$ cat config.mk
export PLATFORM = sky130hd
export DESIGN_NAME = fifo_rd_packetizer
export DESIGN_NICKNAME = d
export VERILOG_FILES = /design/src/rtl/fifo_rd_packetizer.sv
export SDC_FILE = /design/constraint.sdc
export NUM_CORES = 1
export LEC_CHECK = 0
export CAP_MARGIN = 15
export CELL_PAD_IN_SITES_DETAIL_PLACEMENT = 2
export CELL_PAD_IN_SITES_GLOBAL_PLACEMENT = 2
export CORE_MARGIN = 2
export CORE_UTILIZATION = 30
export CTS_CLUSTER_SIZE = 14
export DETAILED_ROUTE_END_ITERATION = 6
export PLACE_DENSITY = 0.77
export SETUP_SLACK_MARGIN = 0.2
export SYNTH_ARGS = -nofsm -noshare
export SYNTH_HDL_FRONTEND = slang
export SYNTH_SLANG_ARGS = --single-unit
$ cat constraint.sdc
create_clock -name CLK_R -period 2.2 [get_ports CLK_R]
set_clock_uncertainty 0.2 [all_clocks]
set_input_delay 0.44 -clock CLK_R [delete_from_list [all_inputs] [get_ports CLK_R]]
set_output_delay 0.44 -clock CLK_R [all_outputs]
set_load 0.02 [all_outputs]
$ cat src/rtl/fifo_rd_packetizer.sv
// fifo_rd_packetizer: pops the async FIFO read side and re-emits words as
// PKT_LEN-beat valid/ready packets, closing a packet early after TIMEOUT idle cycles.
module fifo_rd_packetizer #(
   parameter int WIDTH   = 16,
   parameter int PKT_LEN = 4,
   parameter int TIMEOUT = 15,
   parameter int CNT_W   = 16
) (
   input  logic             CLK_R,
   input  logic             rst,
   input  logic             fifo_empty,
   input  logic [WIDTH-1:0] fifo_dout,
   output logic             fifo_rd_en,
   output logic             m_valid,
   input  logic             m_ready,
   output logic [WIDTH-1:0] m_data,
   output logic             m_last,
   output logic [CNT_W-1:0] pkt_count
);

   localparam int BW = (PKT_LEN > 1) ? $clog2(PKT_LEN) : 1;
   localparam int TW = (TIMEOUT > 0) ? $clog2(TIMEOUT + 1) : 1;
   localparam logic [BW-1:0] BEAT_MAX = BW'(PKT_LEN - 1);
   localparam logic [TW-1:0] IDLE_MAX = TW'(TIMEOUT);

   logic             head_ok_q;
   logic             h_vld_q, h_vld_d;
   logic [WIDTH-1:0] h_data_q, h_data_d;
   logic             o_vld_q, o_vld_d;
   logic [WIDTH-1:0] o_data_q, o_data_d;
   logic             o_last_q, o_last_d;
   logic [TW-1:0]    idle_q, idle_d;
   logic [BW-1:0]    beat_q, beat_d;
   logic [CNT_W-1:0] pkt_q, pkt_d;

   logic o_free, pop, beat_last, timeout_hit, h_move, mv_last;

   always_comb begin
      o_free      = !o_vld_q || m_ready;
      // fifo_dout is trusted only once empty has been low for a full cycle
      pop         = head_ok_q && !fifo_empty && (!h_vld_q || o_free);
      beat_last   = (beat_q == BEAT_MAX);
      timeout_hit = (TIMEOUT != 0) && (idle_q == IDLE_MAX);
      h_move      = h_vld_q && o_free && (pop || beat_last || timeout_hit);
      // a word displaced by a fresh pop is never closed by the timeout
      mv_last     = beat_last || (timeout_hit && !pop);

      h_vld_d  = pop || (h_vld_q && !h_move);
      h_data_d = pop ? fifo_dout : h_data_q;
      o_vld_d  = h_move || (o_vld_q && !m_ready);
      o_data_d = h_move ? h_data_q : o_data_q;
      o_last_d = h_move ? mv_last : o_last_q;

      beat_d = beat_q;
      if (h_move) begin
         beat_d = mv_last ? '0 : beat_q + BW'(1);
      end

      idle_d = '0;
      if (!pop && h_vld_q && !h_move) begin
         idle_d = (idle_q == IDLE_MAX) ? idle_q : idle_q + TW'(1);
      end

      pkt_d = pkt_q;
      if (o_vld_q && m_ready && o_last_q) begin
         pkt_d = pkt_q + CNT_W'(1);
      end
   end

   always_ff @(posedge CLK_R or posedge rst) begin
      if (rst) begin
         head_ok_q <= 1'b0;
         h_vld_q   <= 1'b0;
         h_data_q  <= '0;
         o_vld_q   <= 1'b0;
         o_data_q  <= '0;
         o_last_q  <= 1'b0;
         idle_q    <= '0;
         beat_q    <= '0;
         pkt_q     <= '0;
      end else begin
         head_ok_q <= !fifo_empty;
         h_vld_q   <= h_vld_d;
         h_data_q  <= h_data_d;
         o_vld_q   <= o_vld_d;
         o_data_q  <= o_data_d;
         o_last_q  <= o_last_d;
         idle_q    <= idle_d;
         beat_q    <= beat_d;
         pkt_q     <= pkt_d;
      end
   end

   assign fifo_rd_en = pop;
   assign m_valid    = o_vld_q;
   assign m_data     = o_data_q;
   assign m_last     = o_last_q;
   assign pkt_count  = pkt_q;

endmodule
==> metrics.cfg <==
[run_status]
outcome = finished clean

[critical_path]
cp.required_ns = 2.21
arrival_ns = 1.97
startpoint = idle_q[0]
end_kind = flip-flop
r2r_setup_slack_ns = 0.25
r2r_start = idle_q[0]
cp_max_fo = 6
start_kind = flip-flop
critical_path_class = reg2reg

[die]
die_h_um = 93.4
rows = 32
ioPinCount = 55
start_util = 0.310
dieArea_sq_um = 8730
die_w_um = 93.4
core_sq_um = 7730

[cells_and_area]
multi_input_area_sq_um = 932
seq_area_sq_um = 1450
final_util = 0.446
fill_cells = 756
diodes = 0
area_growth_pct = 43.7
drive_gt1_frac = 0.282
nNetsFinal = 270

[logic_synthesis]
synth_warnings = 0
postSynthAreaPerCell_sq_um = 13.8
ys_ff_latch = 58
synth_cells = 174
synthDistinctLibCells = 29
yosysSeqAreaShare = 0.605
syn_area_sq_um = 2400
syn_nets = 197

[clock_network]
cts_root_buffer = clkbuf_8
cts_made_buffers = 9
cts_tree = yes
clk_pin_slew_ns = 0.06
cts_sinks = 58
ctsHoldBuffers = 0
h-tree-depth = 3
clk_latency_ns = 0.33
max-clock-path-buffers = 2

[sta]
rsz0062_at_grt = true
final-max-slew-violation-count = 0
tightestPinTransition_ns = 0.312
setup_viol = 0
period_share = 0.889
period_needed_ns = 1.95
max_slew_margin = 0.792
hold_viol_final = 0
setup_slack_ns = 0.245
setup-tns-final_ns = 0
fmax_mhz = 512

[power_and_ir_drop]
finalPower_mw = 4.04
ir_drop_v = 0.000545
leakage_nw = 1.70
powerDensity_nw_per_um2 = 1170

[global_route]
grt_start_max_net_pins = 59
grt_usage = 0.131
grt.overflow.total = 0
antenna_found_initial = 0
grt_pass1_wl_um = 8700
grt_pass1_vias = 1788

[routing]
routed_via_density = 4.54
route.detailed.drc = 0
vias = 1607
post_drt_wl_per_cell_um = 15.1
drtIter0Drc = 69
firstDrtPassIters = 4
finalWirelength_um = 5340
drtAntennaViolNets = 0

[place]
gp_congestion = 0.719
port_buffers = 54
hpwlAfterDp_um = 3710
pre_cts_slack_ns = -0.372

[min_path]
min_path_type = in2reg
min_from = fifo_empty

[run]
drv_cap = 0

-- worst max-delay path, cell delays in order, from the launching register on --
cell	delay, ns
dfrtp_1	0.41
ha_4	0.19
and3_4	0.20
nor3_4	0.15
nand3b_4	0.21
clkbuf_16	0.17
mux2_2	0.32
-- per-layer routing --
metal,global-route usage,share of wire,vias up
met4,0.0331,0.0067,0
met1,0.154,0.41,815
met5,0,0,-
met3,0.0516,0.054,4
met2,0.224,0.53,41
li1,-,-,747
-- per-stage QoR --
step | hold slack [ns] | area [sq um] | std cells
after CTS | 0.279 | 3380 | 352
final | 0.124 | 3450 | 354
after detailed placement | 0.269 | 3150 | 334
after global routing | 0.132 | 3450 | 354
after floorplan | 0.275 | 2420 | 174
after global placement | 0.261 | 3150 | 334
-- cell usage in the layout (no fill, tap or decap), drive strengths merged --
cell type,instances
nor3b,2
inv,5
buf,12
nor3,5
nand3b,1
mux2i,1
nand4,4
or2,1
a22o,1
dfrtp,58
nor2b,1
nor2,9
a31oi,1
o31ai,1
dlymetal6s2s,9
mux2,34
clkinvlp,2
xor2,5
clkinv,2
a21oi,2
nand2b,3
clkbuf,12
nand3,7
clkdlybuf4s50,33
nand2,8
o21ai,3
ha,3
xnor2,11
bufinv,2
dlygate4sd2,11
and3,3
-- flip-flops by register name, summed over array words and instances, names as in the netlist --
register and cells:
idle_q 4, m_data 16, h_data_q 16, pkt_count 16, head_ok_q 1, m_last 1
h_vld_q 1, m_valid 1, beat_q 2
-- what timing repair did --
| item | CTS | global route |
|---|---|---|
| setup endpoints to repair | 25 | 19 |
| gates cloned | 0 | 1 |
| pin swaps | 0 | 1 |
| endpoints found under the hold margin | 0 | 0 |
| gates resized for setup | 18 | 10 |
| buffers inserted | 2 | 1 |
-- cell families after synthesis --
family,synth area share
buffers and inverters,0.0235
adder cells (fa/ha/maj),0.0157
AND/OR/NAND/NOR,0.0996
XOR/XNOR,0.0584
AO/OA/AOI/OAI,0.0214
flip-flops,0.605
multiplexers,0.176
-- Yosys cell counts (all sizes together) --
| master | instances | area, sq um |
|---|---|---|
| nor3 | 5 | 30.0 |
| dfrtp | 58 | 1450 |
| inv | 6 | 22.5 |
| ha | 3 | 37.5 |
| or2 | 1 | 6.26 |
| nor3b | 2 | 15.0 |
| o21ai | 3 | 18.8 |
| and3 | 3 | 18.8 |
| mux2 | 34 | 413 |
| nand4 | 4 | 25.0 |
| nor2 | 9 | 33.8 |
| buf | 3 | 30.0 |
| clkbuf | 1 | 3.75 |
| a22o | 1 | 8.76 |
| a21oi | 2 | 10.0 |
| nand2 | 8 | 30.0 |
| nand2b | 3 | 18.8 |
| a31oi | 1 | 6.26 |
| nor2b | 1 | 6.26 |
| xnor2 | 11 | 96.3 |
| o31ai | 1 | 7.51 |
| nand3b | 1 | 20.0 |
| xor2 | 5 | 43.8 |
| nand3 | 7 | 35.0 |
| mux2i | 1 | 10.0 |
-- final timing paths --
check,cells after the start,end
worst max register to register,6,m_data[11]
worst max-delay path,6,m_data[11]
max in group asynchronous,3,h_data_q[5]
worst min register to register,1,pkt_count[15]
worst min-delay path,2,head_ok_q
min in group asynchronous,3,pkt_count[14]
-- where the power goes --
| part | switching (mW) | internal [mW] |
|---|---|---|
| clock | 0.410 | 0.665 |
| sequential | 0.210 | 1.37 |
| combinational | 0.598 | 0.790 |
-- area by class of cell --
cell class              count  area share
repair buffers             66       0.200
multi-input cells         106       0.271
clock buffers              11      0.0410
clock inverters             5      0.0225
inverters                   6     0.00763
well taps                 102      0.0370
flip-flops and latches     58       0.421
Power figures use the tool's default switching activity.
